--- src/rtl/input_mem_read_sequencer.sv ---
// input_mem_read_sequencer: issues burst reads to the input RAM and streams returned words through a credit-protected FIFO
// Define SEQ_PERF_COUNT_EN to add the stall_cycles performance counter output.
module input_mem_read_sequencer #(
  parameter int ADD_SIZE   = 12,
  parameter int DATA_SIZE  = 108,
  parameter int FIFO_DEPTH = 4,
  parameter int CNT_SIZE   = 13
) (
  input  logic                 clk,
  input  logic                 rst,
  input  logic                 start,
  input  logic [ADD_SIZE-1:0]  base_address,
  input  logic [CNT_SIZE-1:0]  word_count,
  output logic                 busy,
  output logic                 done,
  output logic                 read_en,
  output logic [ADD_SIZE-1:0]  read_address,
  input  logic [DATA_SIZE-1:0] mem_data,
  input  logic                 mem_valid,
  output logic                 mem_ready,
  output logic [DATA_SIZE-1:0] m_data,
  output logic                 m_valid,
  input  logic                 m_ready
`ifdef SEQ_PERF_COUNT_EN
  ,
  output logic [15:0]          stall_cycles
`endif
);
  localparam int PW = $clog2(FIFO_DEPTH);
  localparam int CW = PW + 1;
  typedef enum logic [1:0] {IDLE, ISSUE, DRAIN, DONE} state_t;
  state_t state, state_nxt;
  logic [ADD_SIZE-1:0] base;
  logic [CNT_SIZE-1:0] count, issued, accepted;
  logic [CW-1:0] credits, occ;
  logic [PW-1:0] wr_ptr, rd_ptr;
  logic [DATA_SIZE-1:0] mem [FIFO_DEPTH];
  logic full, push, pop;
  assign full         = occ == CW'(FIFO_DEPTH);
  assign m_valid      = occ != '0;
  assign m_data       = m_valid ? mem[rd_ptr] : '0;
  assign mem_ready    = !full;
  assign pop          = m_valid && m_ready;
  // late returns from a burst killed by reset arrive while idle and are discarded
  assign push         = mem_valid && (!full || pop) && state != IDLE;
  assign read_address = base + issued[ADD_SIZE-1:0];
  assign busy         = state != IDLE;
  assign done         = state == DONE;
  always_comb begin
    read_en   = 1'b0;
    state_nxt = state;
    unique case (state)
      IDLE:  if (start) state_nxt = (word_count == '0) ? DONE : ISSUE;
      ISSUE: begin
        read_en = credits != '0;
        if (read_en && issued + CNT_SIZE'(1) == count) state_nxt = DRAIN;
      end
      DRAIN: if (accepted + CNT_SIZE'(pop) == count) state_nxt = DONE;
      DONE:  state_nxt = IDLE;
    endcase
  end
  always_ff @(posedge clk or negedge rst) begin
    if (!rst) begin
      state    <= IDLE;
      base     <= '0;
      count    <= '0;
      issued   <= '0;
      accepted <= '0;
      credits  <= CW'(FIFO_DEPTH);
      occ      <= '0;
      wr_ptr   <= '0;
      rd_ptr   <= '0;
    end else begin
      state <= state_nxt;
      if (state == IDLE && start) begin
        base     <= base_address;
        count    <= word_count;
        issued   <= '0;
        accepted <= '0;
      end else begin
        issued   <= issued + CNT_SIZE'(read_en);
        accepted <= accepted + CNT_SIZE'(pop);
      end
      credits <= credits - CW'(read_en) + CW'(pop);
      occ     <= occ + CW'(push) - CW'(pop);
      if (push) wr_ptr <= wr_ptr + PW'(1);
      if (pop) rd_ptr <= rd_ptr + PW'(1);
    end
  end
  always_ff @(posedge clk) if (push) mem[wr_ptr] <= mem_data;
`ifdef SEQ_PERF_COUNT_EN
  always_ff @(posedge clk or negedge rst) begin
    if (!rst) stall_cycles <= '0;
    else if (state == IDLE && start) stall_cycles <= '0;
    else if (((state == ISSUE && credits == '0) || (m_valid && !m_ready)) && stall_cycles != 16'hFFFF)
      stall_cycles <= stall_cycles + 16'd1;
  end
`endif
`ifndef SYNTHESIS
  always_ff @(posedge clk)
    if (rst) assert (!(mem_valid && full && !pop && state != IDLE))
      else $error("input_mem_read_sequencer: mem_valid while return buffer full, word dropped");
`endif
endmodule

--- config.mk ---
export PLATFORM = sky130hd
export DESIGN_NAME = input_mem_read_sequencer
export DESIGN_NICKNAME = d
export VERILOG_FILES = /design/src/rtl/input_mem_read_sequencer.sv
export SDC_FILE = /design/constraint.sdc
export NUM_CORES = 1
export LEC_CHECK = 0
export ABC_AREA = 1
export BUFFER_PORTS_ARGS = -buffer_cell sky130_fd_sc_hd__buf_2
export CAP_MARGIN = 20
export CORE_UTILIZATION = 45
export CTS_BUF_LIST = sky130_fd_sc_hd__clkbuf_4
export CTS_CLUSTER_SIZE = 25
export DETAILED_ROUTE_END_ITERATION = 8
export GPL_TIMING_DRIVEN = 0
export PLACE_DENSITY = 0.67
export SYNTH_ARGS = -nofsm -noshare
export SYNTH_HDL_FRONTEND = slang
export SYNTH_SLANG_ARGS = --single-unit
export TNS_END_PERCENT = 10
--- constraint.sdc ---
create_clock -name clk -period 7.6 [get_ports clk]
set_input_delay 1.14 -clock clk [delete_from_list [all_inputs] [get_ports clk]]
set_output_delay 1.14 -clock clk [all_outputs]
set_load 0.05 [all_outputs]
==> After elaboration in Yosys (flattened, before gate mapping) <==
Memories as Yosys holds them, arrays and structs flattened.
Cells that the tools add are included.
{ "totals": {"ff_bits": 63, "latch_bits": 0, "mem_bits_rw": 432, "rom_bits": 0, "input_bits": 138, "out_inout_bits": 125, "word_cells": 53, "n_memories": 1} }
{ "mem_list": {"columns": ["name", "depth", "word_bits", "read_ports", "rd_ports_with_merged_regs", "write_ports", "line", "source"], "rows": [
  ["mem", 4, 108, 1, 0, 1, "37", "logic [DATA_SIZE-1:0] mem [FIFO_DEPTH];"]
]} }
{ "classes": {"addsub": 10, "n_mul": 0, "div_mod_pow": 0, "magnitude_cmp": 0, "eq_ne": 9, "shift": 0, "n_mux": 11, "bitwise": 0, "n_reduce_logical": 13} }
{ "op_table": {"columns": ["operator", "n"], "rows": [
  ["108-bit 2-to-1 mux", 1],
  ["13-bit by 1-bit adder with 13-bit output", 2],
  ["13-bit == test", 2],
  ["13-bit 2-to-1 mux", 2],
  ["13-bit by 1-bit adder with 13-bit output (second input constant)", 1],
  ["13-bit zero test", 1],
  ["12-bit adder", 1],
  ["2-bit 2-to-1 mux", 4],
  ["2-bit case mux with 4 select lines", 1],
  ["3-bit by 1-bit adder with 3-bit output", 2],
  ["2-bit != test (second input constant)", 3],
  ["3-bit nonzero test", 2],
  ["3-bit by 1-bit subtractor with 3-bit output", 2],
  ["1-bit logical AND", 5],
  ["2-bit by 1-bit adder with 2-bit output (second input constant)", 2],
  ["2-bit == test (second input constant)", 2],
  ["3-bit == test (second input constant)", 1],
  ["1-bit 2-to-1 mux", 3],
  ["3-bit AND reduction", 1],
  ["2-bit by 1-bit == test with 1-bit output (second input constant)", 1],
  ["2-bit zero test", 1],
  ["2-bit nonzero test", 1],
  ["1-bit zero test", 1],
  ["1-bit logical OR", 1]
]} }

==> Depth between registers and ports, before layout <==
{ "logic_depth": {"word_depth": 7, "mapped_depth": 19} }

==> Worst setup path after synthesis <==
No wires, ideal clock.
{ "synth_timing": {"path_type": "in2reg", "from": "input m_ready", "to": "memory mem[0][0], enable pin", "setup_ns": 0.577, "arrival_time_ns": 5.954, "required_ns": 7.023, "path_slack_ns": 1.069, "cell_stages": 2, "path_buffers": 0, "path_cell_list": "o211ai_1 > nor2_1"} }
{ "synth_between": {"elab_chain_cells": 6} }
{ "synth_lines": {"columns": ["element", "line", "source"], "rows": [
  ["start: declaration", "23", "input logic m_ready"],
  ["1-bit logical AND", "43", "assign pop = m_valid && m_ready;"],
  ["1-bit logical OR", "45", "assign push = mem_valid && (!full || pop) && state != IDLE;"],
  ["1-bit logical AND (2 in series)", "45", null],
  ["1-bit 2-to-1 mux", "90", "always_ff @(posedge clk) if (push) mem[wr_ptr] <= mem_data;"],
  ["1-bit 2-to-1 mux (implied by the code)", "90", null],
  ["end: declaration", "37", null]
]} }
Every way passes these cells.

==> Worst setup path in the final report <==
{ "layout_timing": {"from": "register rd_ptr[0]", "to": "output m_data[84]"} }
{ "layout_between": {"elab_chain_cells": 2} }
{ "layout_lines": {"columns": ["element", "line", "source"], "rows": [
  ["start: declaration", "36", "logic [PW-1:0] wr_ptr, rd_ptr;"],
  ["start signal: assignment", "87", "if (pop) rd_ptr <= rd_ptr + PW'(1);"],
  ["memory read 4 x 108 bit", null, null],
  ["108-bit 2-to-1 mux", "41", "assign m_data = m_valid ? mem[rd_ptr] : '0;"],
  ["end: declaration", "21", "output logic [DATA_SIZE-1:0] m_data,"]
]} }
Every way passes these cells.

==> results.json <==
{
  "post_synth_mux_area_share": 0,
  "cts_buffers": 134,
  "timing_hold_violations_final": 0,
  "post_synth_inst_count": 1838,
  "floorplan.core_area_um2": 45500,
  "synth-main-ff-cell": "sky130_fd_sc_hd__edfxtp_1",
  "post_cts.resized_instances": 0,
  "slew_viol_final": 0,
  "clock_latency_ns": 0.94,
  "timing.final.crit_share": 0.633,
  "grt_usage": 0.234,
  "deepest_clock_path_buffer_count": 3,
  "swShare": 0.487,
  "clock_skew_ns": 0.0642,
  "critPathCaptureType": "primary output",
  "grt_max_degree": 64,
  "path_clk_slew_ns": 0.06,
  "first_pass_iters": 5,
  "die_height_um": 217,
  "mostFrequentLayoutCells": "sky130_fd_sc_hd__nor2_1, sky130_fd_sc_hd__edfxtp_1, sky130_fd_sc_hd__buf_2",
  "average_size_of_a_mapped_cell_um2": 11.3,
  "timing.critical_path.required_ns": 6.46,
  "postSynthNetCount": 2008,
  "num-nets-final": 2424,
  "cts-hold-fix-buffers": 0,
  "post_synth_num_cell_types": 39,
  "rsz0062_at_grt": "false",
  "power_frac_clock": 0.192,
  "grt_remaining_overflow": 0,
  "power_frac_comb": 0.493,
  "number_of_drc_violations_after_detailed_routing": 0,
  "leakage_nw": 9.64,
  "pwr_density_cell_nw_per_um2": 465,
  "power_report.internal_total_mw": 5.92,
  "global_placement_routability_congestion": 0.870,
  "cp.arrival_ns": 3.67,
  "final_period_minus_worst_setup_slack_ns": 4.81,
  "numClockSinks": 495,
  "grt_pass1_wl_um": 82400,
  "layout-drive-gt1-share": 0.220,
  "syn2layout_area_growth_pct": 19.6,
  "standard_cell_rows": 78,
  "num_io_pins": 263,
  "worst_slew_margin_rel": 0.268,
  "synth_compound_gate_area_share": 0.0903,
  "finalSetupTns_ns": 0,
  "most_common_cell_after_layout_fill_and_taps_aside": "sky130_fd_sc_hd__nor2_1",
  "area_of_the_multi_input_gates_um2": 5620,
  "detailed_placement_hpwl_um": 35500,
  "wl_per_cell_um": 18.5,
  "fmax_mhz": 208,
  "final.fill_count": 3952,
  "worst-setup-path-type": "flip-flop to primary output",
  "crit_path_max_fanout": 10,
  "antenna_violating_nets_post_route": 0,
  "post_synth_instance_area_um2": 20800,
  "setup-violations-final": 0,
  "dr.first_iter.drc_count": 1144,
  "max_cap_violations": 0,
  "cts_tree": "built",
  "synth-warning-count": 0,
  "sequentialPowerShare": 0.315,
  "vias": 15200,
  "chipWidth_um": 217,
  "floorplan.die_area_um2": 47000,
  "synth_seq_area_share": 0.700,
  "number_of_antenna_violations_at_the_first_check_in_global_routing": 21,
  "cts-root-buf": "sky130_fd_sc_hd__clkbuf_4",
  "portBuffers": 262,
  "post_synth_and_or_nand_nor_area_fraction": 0.142,
  "r2r_slack_ns": 4.15,
  "hold_class": "primary input to asynchronous set/reset pin",
  "synth-adder-area-share": 0.0204,
  "synth_edf_count": 432,
  "routed_via_density": 5.17,
  "sum_of_internal_switching_and_leakage_power_mw": 11.6,
  "main_combinational_cell_family_by_area_after_synthesis": "simple AND/OR/NAND/NOR gates",
  "postCtsSetupBuffers": 0,
  "irDropWorstVdd_mv": 0.405,
  "floorplan.initialDensity": 0.457,
  "routed_wl_um": 54400,
  "run_status": "finished clean",
  "grt_pass1_vias": 15100,
  "seqCellArea_um2": 14600,
  "synth_async_sr_flop_share": 0.127,
  "netSwitchingPower_mw": 5.63,
  "cp-start-kind": "flip-flop",
  "synth_seq_cells": 495,
  "htreeDepth": 4,
  "worst-slew-pin-transition_ns": 1.10,
  "yosys.area_share.xor_xnor": 0.0162
}
## power by group through the flow
stage	sequential, mW	combinational (mW)	clock (mW)
finish	3.64	5.70	2.22
global route	3.68	6.12	2.41
CTS	3.64	5.72	2.29
detailed placement	3.69	5.71	0
global placement	3.81	5.54	0
floorplan	3.71	4.00	0
## registers in the layout, summed over array words and instances (netlist names)
name      flops
mem         432
accepted     13
count        13
issued       13
base         12
credits       3
occ           3
rd_ptr        2
state         2
wr_ptr        2
## synthesized netlist by cell type, types with 7 or more instances
cell,n,area share
sky130_fd_sc_hd__a21oi_1,126,0.030
sky130_fd_sc_hd__buf_1,17,0.0031
sky130_fd_sc_hd__clkbuf_1,68,0.012
sky130_fd_sc_hd__dfrtp_1,62,0.075
sky130_fd_sc_hd__edfxtp_1,432,0.62
sky130_fd_sc_hd__ha_1,29,0.017
sky130_fd_sc_hd__inv_1,72,0.013
sky130_fd_sc_hd__nand2_1,182,0.033
sky130_fd_sc_hd__nand3_1,36,0.0087
sky130_fd_sc_hd__nand4_1,7,0.0021
sky130_fd_sc_hd__nor2_1,484,0.087
sky130_fd_sc_hd__nor3_1,7,0.0017
sky130_fd_sc_hd__o21ai_0,231,0.056
sky130_fd_sc_hd__xnor2_1,12,0.0051
sky130_fd_sc_hd__xor2_1,21,0.0089
## path summary, 6_finish.rpt
kind,to,startpoint,cells past startpoint
setup / recovery,m_data[84],rd_ptr[0],8
setup reg to reg,state[1],occ[1],18
max in group asynchronous,accepted[11],rst,1
min in group clk,mem[0][10],mem_data[10],1
hold reg to reg,base[5],base[5],2
hold / removal,base[10],rst,1
## cell families after synthesis
family	Yosys count
adder cells (fa/ha/maj)	32
AND/OR/NAND/NOR	741
AO/OA/AOI/OAI	369
flip-flops	495
XOR/XNOR	35
buffers and inverters	166
## cell type report
type	instances	area share
Clock inverter	27	0.00609
Sequential cell	495	0.586
Inverter	74	0.0112
Clock buffer	189	0.0571
Timing Repair Buffer	280	0.0678
Tap cell	600	0.0302
Buffer	92	0.0143
Multi-Input combinational cell	1177	0.226
Antenna cell	13	0.00131
## worst max-delay path, cell delays in order (launching register included)
cell and delay [ns]:
sky130_fd_sc_hd__dfrtp_1 0.37, sky130_fd_sc_hd__clkbuf_1 0.83, sky130_fd_sc_hd__buf_2 0.39, sky130_fd_sc_hd__buf_2 0.31, sky130_fd_sc_hd__nor2_1 0.08, sky130_fd_sc_hd__nor2_1 0.08, sky130_fd_sc_hd__o21ai_0 0.09, sky130_fd_sc_hd__a21oi_1 0.26
sky130_fd_sc_hd__buf_2 0.32
## routing by layer
layer | vias up | global-route usage | part of all wire
li1 | 7273 | - | -
met1 | 7251 | 0.283 | 0.40
met2 | 561 | 0.372 | 0.48
met3 | 135 | 0.0844 | 0.086
met4 | 20 | 0.110 | 0.028
met5 | - | 0 | 0.0024
## metrics by stage
step,utilization,worst slack (ns),cell area (µm²),hold slack (ns),std cells
final,0.546,2.79,24800,0.304,2947
after global routing,0.546,2.52,24800,0.292,2940
after CTS,0.545,2.70,24800,0.196,2933
after detailed placement,0.511,3.79,23200,0.474,2717
after global placement,0.502,-3.03,22800,0.471,2700
after floorplan,-,1.07,20800,0.455,1838
(Power assumes the default switching activity.)
